<file path="config.mk">
export PLATFORM = sky130hd
export DESIGN_NAME = teclado_decoder_flat
export DESIGN_NICKNAME = d
export VERILOG_FILES = /design/src/rtl/calc_pkg.sv /design/src/rtl/teclado_decoder_if.sv /design/src/rtl/sincronizador_2ff.sv /design/src/rtl/teclado_decoder.sv /design/src/flat_wrapper.sv
export SDC_FILE = /design/constraint.sdc
export NUM_CORES = 1
export LEC_CHECK = 0
export ABC_AREA = 1
export ABC_CLOCK_PERIOD_IN_PS = 3400
export CAP_MARGIN = 20
export CORE_UTILIZATION = 65
export CTS_CLUSTER_DIAMETER = 100
export DETAILED_ROUTE_END_ITERATION = 10
export DONT_BUFFER_PORTS = 1
export HOLD_SLACK_MARGIN = 0.03
export PLACE_DENSITY = 0.81
export SLEW_MARGIN = 20
export SYNTH_ARGS = -nofsm -noshare
export SYNTH_HDL_FRONTEND = slang
export SYNTH_HIERARCHICAL = 1
export SYNTH_SLANG_ARGS = --single-unit
</file>
<file path="constraint.sdc">
create_clock -name clk -period 3.4 [get_ports clk]
set_clock_uncertainty 0.1 [all_clocks]
set_input_delay 0.68 -clock clk [delete_from_list [all_inputs] [get_ports clk]]
set_output_delay 0.68 -clock clk [all_outputs]
set_load 0.02 [all_outputs]
</file>
<file path="src/rtl/calc_pkg.sv">
// rtl/calc_pkg.sv - shared calculator constants, keypad key codes and decoder state types
package calc_pkg;

  localparam logic [1:0] SUMA  = 2'd1;
  localparam logic [1:0] RESTA = 2'd2;
  localparam logic [1:0] MULT  = 2'd3;

  // Key code is {row, col}; row 0 / col 0 is the top-left key.
  localparam logic [3:0] K_1    = 4'd0;
  localparam logic [3:0] K_2    = 4'd1;
  localparam logic [3:0] K_3    = 4'd2;
  localparam logic [3:0] K_A    = 4'd3;
  localparam logic [3:0] K_4    = 4'd4;
  localparam logic [3:0] K_5    = 4'd5;
  localparam logic [3:0] K_6    = 4'd6;
  localparam logic [3:0] K_B    = 4'd7;
  localparam logic [3:0] K_7    = 4'd8;
  localparam logic [3:0] K_8    = 4'd9;
  localparam logic [3:0] K_9    = 4'd10;
  localparam logic [3:0] K_C    = 4'd11;
  localparam logic [3:0] K_AST  = 4'd12;
  localparam logic [3:0] K_0    = 4'd13;
  localparam logic [3:0] K_HASH = 4'd14;
  localparam logic [3:0] K_D    = 4'd15;

  typedef enum logic [2:0] {
    BARRIDO,
    REBOTE_P,
    EMITIR,
    ESPERA_SOLTAR,
    REBOTE_S
  } teclado_estado_t;

  typedef enum logic [2:0] {
    ACC_NINGUNA,
    ACC_DIGITO,
    ACC_OPERANDO,
    ACC_IGUAL,
    ACC_BORRAR
  } accion_t;

  typedef struct packed {
    accion_t    accion;
    logic [3:0] valor;
  } tecla_dec_t;

endpackage

</file>
<file path="src/rtl/teclado_decoder_if.sv">
// rtl/teclado_decoder_if.sv - command pulses from the keypad decoder to the calculator FSM
interface teclado_decoder_if;
  logic       digito_en;
  logic [3:0] digito;
  logic       operando_en;
  logic [1:0] que_operacion;
  logic       igual_en;
  logic       borrar_en;

  modport master (
    output digito_en, digito, operando_en, que_operacion, igual_en, borrar_en
  );

  modport slave (
    input digito_en, digito, operando_en, que_operacion, igual_en, borrar_en
  );
endinterface

</file>
<file path="src/rtl/sincronizador_2ff.sv">
// rtl/sincronizador_2ff.sv - two-flop synchroniser, resets to all ones (idle pulled-up lines)
module sincronizador_2ff #(
  parameter int WIDTH = 1
) (
  input  logic             clk,
  input  logic             reset,
  input  logic [WIDTH-1:0] d,
  output logic [WIDTH-1:0] q
);

  logic [WIDTH-1:0] meta;

  always_ff @(posedge clk) begin
    if (reset) begin
      meta <= '1;
      q    <= '1;
    end else begin
      meta <= d;
      q    <= meta;
    end
  end

endmodule

</file>
<file path="src/rtl/teclado_decoder.sv">
// rtl/teclado_decoder.sv - 4x4 keypad scanner/debouncer producing one command pulse per press
module teclado_decoder
  import calc_pkg::*;
#(
  parameter int SCAN_DIV     = 50000,
  parameter int DEBOUNCE_CNT = 500000
) (
  input  logic               clk,
  input  logic               reset,
  input  logic [3:0]         filas,
  output logic [3:0]         columnas,
  teclado_decoder_if.master  cmd
);

  localparam int SCAN_W = $clog2(SCAN_DIV) + 1;
  localparam int DEB_W  = $clog2(DEBOUNCE_CNT) + 1;
  localparam logic [SCAN_W-1:0] SCAN_LAST = SCAN_W'(SCAN_DIV - 1);
  localparam logic [DEB_W-1:0]  DEB_LAST  = DEB_W'(DEBOUNCE_CNT - 1);

  function automatic logic [1:0] fila_baja(input logic [3:0] f);
    if (!f[0])      return 2'd0;
    else if (!f[1]) return 2'd1;
    else if (!f[2]) return 2'd2;
    else            return 2'd3;
  endfunction

  function automatic tecla_dec_t decodifica(input logic [3:0] codigo);
    tecla_dec_t d;
    d.accion = ACC_DIGITO;
    d.valor  = 4'd0;
    case (codigo)
      K_1:     d.valor = 4'd1;
      K_2:     d.valor = 4'd2;
      K_3:     d.valor = 4'd3;
      K_4:     d.valor = 4'd4;
      K_5:     d.valor = 4'd5;
      K_6:     d.valor = 4'd6;
      K_7:     d.valor = 4'd7;
      K_8:     d.valor = 4'd8;
      K_9:     d.valor = 4'd9;
      K_0:     d.valor = 4'd0;
      K_A:     begin d.accion = ACC_OPERANDO; d.valor = {2'b00, SUMA};  end
      K_B:     begin d.accion = ACC_OPERANDO; d.valor = {2'b00, RESTA}; end
      K_C:     begin d.accion = ACC_OPERANDO; d.valor = {2'b00, MULT};  end
      K_HASH:  d.accion = ACC_IGUAL;
      K_AST:   d.accion = ACC_BORRAR;
      default: d.accion = ACC_NINGUNA;
    endcase
    return d;
  endfunction

  logic [3:0]        filas_s;
  teclado_estado_t   estado, estado_n;
  logic [1:0]        idx, idx_n;
  logic [SCAN_W-1:0] scan_cnt, scan_n;
  logic [DEB_W-1:0]  deb_cnt, deb_n;
  logic [3:0]        patron, patron_n;
  logic [3:0]        codigo, codigo_n;
  tecla_dec_t        dec;
  logic              emitir;

  sincronizador_2ff #(.WIDTH(4)) u_sinc (
    .clk   (clk),
    .reset (reset),
    .d     (filas),
    .q     (filas_s)
  );

  assign columnas = ~(4'b0001 << idx);

  always_ff @(posedge clk) begin
    if (reset) begin
      estado   <= BARRIDO;
      idx      <= 2'd0;
      scan_cnt <= '0;
      deb_cnt  <= '0;
      patron   <= 4'hF;
      codigo   <= 4'd0;
    end else begin
      estado   <= estado_n;
      idx      <= idx_n;
      scan_cnt <= scan_n;
      deb_cnt  <= deb_n;
      patron   <= patron_n;
      codigo   <= codigo_n;
    end
  end

  always_comb begin
    estado_n = estado;
    idx_n    = idx;
    scan_n   = scan_cnt;
    deb_n    = deb_cnt;
    patron_n = patron;
    codigo_n = codigo;
    case (estado)
      BARRIDO: begin
        if (filas_s != 4'hF) begin
          patron_n = filas_s;
          deb_n    = '0;
          estado_n = REBOTE_P;
        end else if (scan_cnt >= SCAN_LAST) begin
          scan_n = '0;
          idx_n  = idx + 2'd1;
        end else begin
          scan_n = scan_cnt + SCAN_W'(1);
        end
      end
      REBOTE_P: begin
        if (filas_s != patron) begin
          scan_n   = '0;
          estado_n = BARRIDO;
        end else if (deb_cnt >= DEB_LAST) begin
          codigo_n = {fila_baja(patron), idx};
          estado_n = EMITIR;
        end else begin
          deb_n = deb_cnt + DEB_W'(1);
        end
      end
      EMITIR: estado_n = ESPERA_SOLTAR;
      ESPERA_SOLTAR: begin
        if (filas_s == 4'hF) begin
          deb_n    = '0;
          estado_n = REBOTE_S;
        end
      end
      REBOTE_S: begin
        if (filas_s != 4'hF) begin
          estado_n = ESPERA_SOLTAR;
        end else if (deb_cnt >= DEB_LAST) begin
          // Preloading the timer makes the first scanning cycle step to the next column.
          scan_n   = SCAN_LAST;
          estado_n = BARRIDO;
        end else begin
          deb_n = deb_cnt + DEB_W'(1);
        end
      end
      default: estado_n = BARRIDO;
    endcase
  end

  assign emitir = (estado_n == EMITIR);
  assign dec    = decodifica(codigo_n);

  always_ff @(posedge clk) begin
    if (reset) begin
      cmd.digito_en     <= 1'b0;
      cmd.operando_en   <= 1'b0;
      cmd.igual_en      <= 1'b0;
      cmd.borrar_en     <= 1'b0;
      cmd.digito        <= 4'd0;
      cmd.que_operacion <= 2'd0;
    end else begin
      cmd.digito_en   <= emitir && (dec.accion == ACC_DIGITO);
      cmd.operando_en <= emitir && (dec.accion == ACC_OPERANDO);
      cmd.igual_en    <= emitir && (dec.accion == ACC_IGUAL);
      cmd.borrar_en   <= emitir && (dec.accion == ACC_BORRAR);
      if (emitir && (dec.accion == ACC_DIGITO))   cmd.digito        <= dec.valor;
      if (emitir && (dec.accion == ACC_OPERANDO)) cmd.que_operacion <= dec.valor[1:0];
    end
  end

endmodule

</file>
<file path="src/flat_wrapper.sv">
// flat-port wrapper written by rule: the top's interface ports become plain ports
module teclado_decoder_flat import calc_pkg::*;
#(
  parameter int SCAN_DIV     = 50000,
  parameter int DEBOUNCE_CNT = 500000
)
  (clk, reset, filas, columnas, cmd_digito_en, cmd_digito, cmd_operando_en, cmd_que_operacion, cmd_igual_en, cmd_borrar_en);
  teclado_decoder_if cmd_i ();
  input  logic clk;
  input  logic reset;
  input  logic [3:0] filas;
  output logic [3:0] columnas;
  output wire logic [$bits(cmd_i.digito_en)-1:0] cmd_digito_en;
  output wire logic [$bits(cmd_i.digito)-1:0] cmd_digito;
  output wire logic [$bits(cmd_i.operando_en)-1:0] cmd_operando_en;
  output wire logic [$bits(cmd_i.que_operacion)-1:0] cmd_que_operacion;
  output wire logic [$bits(cmd_i.igual_en)-1:0] cmd_igual_en;
  output wire logic [$bits(cmd_i.borrar_en)-1:0] cmd_borrar_en;
  assign cmd_digito_en = cmd_i.digito_en;
  assign cmd_digito = cmd_i.digito;
  assign cmd_operando_en = cmd_i.operando_en;
  assign cmd_que_operacion = cmd_i.que_operacion;
  assign cmd_igual_en = cmd_i.igual_en;
  assign cmd_borrar_en = cmd_i.borrar_en;
  teclado_decoder #(.SCAN_DIV(SCAN_DIV), .DEBOUNCE_CNT(DEBOUNCE_CNT)) u_core (.clk(clk), .reset(reset), .filas(filas), .columnas(columnas), .cmd(cmd_i));
endmodule
</file>
==> metrics.md <==
| Metric | Value |
|---|---|
| Status | `complete, no violations` |
| Worst slew margin relative to its limit | `0.553` |
| Clock power frac | `0.389` |
| FILL cells | `between 400 and 500` |
| Initial core utilization | `0.693` |
| Port Buffers | `0` |
| Hold Crit Class | `in -> reg` |
| Syn_nets | `between 500 and 600` |
| Die W | `76.9 µm` |
| Max VDD drop | `about 400 µV` |
| Worst Tran Pin Value | `0.663 ns` |
| Post-DP HPWL | `5200 µm` |
| RePlAce Congestion | `0.916` |
| Cells after Synth | `a little over 500` |
| Fin util | `0.740` |
| Hold Buf Count CTS | `0` |
| Cell Int Power | `roughly 0.0012 W` |
| Row count | `26` |
| Setup crit end kind | `flop` |
| Final #Nets | `approximately 530` |
| Worst-Skew Late Latency | `0.34 ns` |
| Area delta synth->final | `6.89%` |
| Total gr overflow | `0` |
| I/O pin cnt | `20` |
| Diodes inserted | `0` |
| Layout cell share with drive strength beyond 1 | `0.141` |
| Drt wl/cell | `between 10 and 15 µm` |
| Placed instance count | `~580` |
| Chip height | `76.9 µm` |
| Final worst setup slack | `roughly 1.1 ns` |
| CTS tree | `built` |
| CTS HTree Levels | `3` |
| Crit-path max FO | `16` |
| Final worst path period share | `0.691` |
| Routed WL | `roughly 7200 µm` |
| Cell count of the worst reg-to-reg path | `15` |
| Syn avg cell area | `a little over 7 µm²` |
| PwrDens | `438 nW/µm²` |
| Total Power | `0.00171 W` |
| Via count | `3248` |
| P_sw | `0.000470 W` |
| Worst-path clk slew | `0.07 ns` |
| 1st-iter DRT viols | `around 160` |
| Initial antenna violation count | `0` |
| Fin Setup TNS | `0 ns` |
| Crit path launch type | `flop` |
| Leak | `around 1.6 nW` |
| Synthesis Warnings | `6` |
| Final Hold Viols | `0` |
| Final setup vio count | `0` |
| First-pass GRT wire length | `around 12000 µm` |
| GRT Total Usage | `0.261` |
| Tmin final | `~2.3 ns` |
| Finished Layout Cells | `594` |
| Total CTS buffers | `9` |
| CTS Buffer Depth | `2` |
| Postcts setup bufs | `0` |
| Core Region | `between 5000 and 6000 µm²` |
| RSZ-0062 raised after global routing | `false` |
| Yosys reg bits | `68` |
| Iteration count of the initial detailed-routing pass | `5` |
| Max cap viols | `0` |
| Worst Hold Depth | `1` |
| Seq pwr share | `0.498` |
| Yosys cell types | `38` |
| Switching share of total power | `0.275` |
| Mapped Area | `between 3000 and 4000 µm²` |
| Sequential element share of the synthesized area | `0.373` |
| Setup Crit Path Kind | `reg -> reg` |
| Routed Antenna Nets | `0` |
| Vias in the first global route | `2933` |
| Placement Setup Slack | `between 1 and 1.5 ns` |
| CTS root buf | `clkbuf_8` |
| Num Clock Sinks | `just under 70` |
| Die area | `around 5900 µm²` |
| Residual DRC | `0` |
| Via-to-Cell Ratio | `approximately 5.5` |
| Cts repair resizes | `0` |
| Combinational power share | `0.114` |
| Final Max Slew Viols | `0` |
| WP data required | `roughly 3.6 ns` |
| Largest net degree at the start of global routing | `26` |
| CP arrival | `about 2.5 ns` |
| Max Fclk | `around 430 MHz` |
[cell type report]
type	count	area [µm²]	area share
Clock buffer	10	138	0.0353
Clock inverter	6	63.8	0.0164
Inverter	75	282	0.0722
Multi-Input combinational cell	364	1960	0.503
Sequential cell	68	1360	0.349
Tap cell	70	87.6	0.0225
Timing Repair Buffer	1	7.51	0.00192
[routing by layer]
metal	wire, µm	global-route usage
met5	0	0
met4	160	0.135
met3	268	0.0405
met2	3410	0.426
met1	3410	0.333
[logic make-up after synthesis]
logic type      count (synthesis)  synth area share
simple gates                  265             0.362
flops                          68             0.373
buf+inv                        84            0.0895
compound gates                 75             0.111
xor+xnor                       18            0.0432
fa+ha+maj                       6            0.0206
[cells in the final DEF, fill, tap and decap left out, types with 2 or more instances in the layout]
cell type / instances
a211oi_1: 3
a21oi_1: 36
clkbuf_8: 10
clkinv_2: 2
clkinvlp_4: 2
dfxtp_1: 68
ha_1: 6
inv_1: 61
inv_2: 14
nand2_1: 109
nand2_2: 14
nand2_4: 6
nand2_8: 2
nand3_1: 27
nand3_2: 3
nand4_1: 13
nor2_1: 60
nor2_2: 8
nor2_8: 2
nor3_1: 8
nor3_2: 2
nor4_1: 5
o211ai_1: 2
o21a_1: 2
o21ai_0: 23
o21ai_1: 4
o21bai_1: 2
xnor2_1: 4
xor2_1: 14
[worst paths after layout]
path                               from                    to  slack (ns)
setup / recovery      u_core/deb_cnt[0]     u_core/deb_cnt[2]        1.05
hold / removal                    reset  u_core/cmd.digito[0]        0.30
setup reg to reg      u_core/deb_cnt[0]     u_core/deb_cnt[2]        1.05
hold reg to reg   u_core/u_sinc/meta[1]    u_core/u_sinc/q[1]        0.31
[flip-flops by register name (all words and copies together) (netlist names)]
register and count:
u_core/cmd.operando_en 1, u_core/cmd.digito_en 1, u_core/cmd.digito 4, u_core/cmd.igual_en 1, u_core/codigo 4, u_core/cmd.borrar_en 1, u_core/u_sinc/meta 4, u_core/scan_cnt 17
u_core/deb_cnt 20, u_core/u_sinc/q 4, u_core/idx 2, u_core/patron 4, u_core/estado 3, u_core/cmd.que_operacion 2
[metrics by stage]
stage / area (µm²) / hold slack, ns
finish: 3900 / 0.301
global route: 3900 / 0.289
CTS: 3900 / 0.290
detailed placement: 3700 / 0.301
global placement: 3700 / 0.284
floorplan: 3650 / 0.280
[critical path, cell delays in order (launching register included)]
cell and delay (ns):
dfxtp_1 0.37, ha_1 0.20, nand2_1 0.06, inv_1 0.06, nand2_1 0.07, nand2_1 0.07
nand2_1 0.07, nand2_2 0.09, nand2_4 0.07, nand2_8 0.10, nand2_1 0.08, nand2_2 0.29
inv_1 0.26, nand2_1 0.13, inv_1 0.06, a211oi_1 0.18
[cell usage after synthesis, drive strengths merged]
master | instances | area share
o21bai | 2 | 0.0041
nand2 | 131 | 0.17
ha | 6 | 0.021
inv | 75 | 0.077
or2 | 1 | 0.0017
dfxtp | 68 | 0.37
buf | 5 | 0.0082
xnor2 | 4 | 0.0096
a31o | 1 | 0.0024
nand4 | 13 | 0.022
a21oi | 36 | 0.049
clkbuf | 4 | 0.0041
nor3 | 11 | 0.021
and2 | 1 | 0.0017
o211ai | 2 | 0.0041
a211oi | 3 | 0.0062
nor3b | 1 | 0.0021
o21ai | 28 | 0.039
xor2 | 14 | 0.034
nor4 | 5 | 0.0086
a31oi | 1 | 0.0017
o21a | 2 | 0.0041
nand3 | 31 | 0.050
nor2 | 71 | 0.089
[power groups by stage]
stage | Combinational (W) | Clock, W | Sequential [W]
global placement | 0.000189 | 0 | 0.000867
detailed placement | 0.000192 | 0 | 0.000869
global route | 0.000219 | 0.000709 | 0.000854
finish | 0.000194 | 0.000664 | 0.000851
floorplan | 0.000167 | 0 | 0.000863
CTS | 0.000194 | 0.000674 | 0.000851
(Power assumes the default switching activity.)
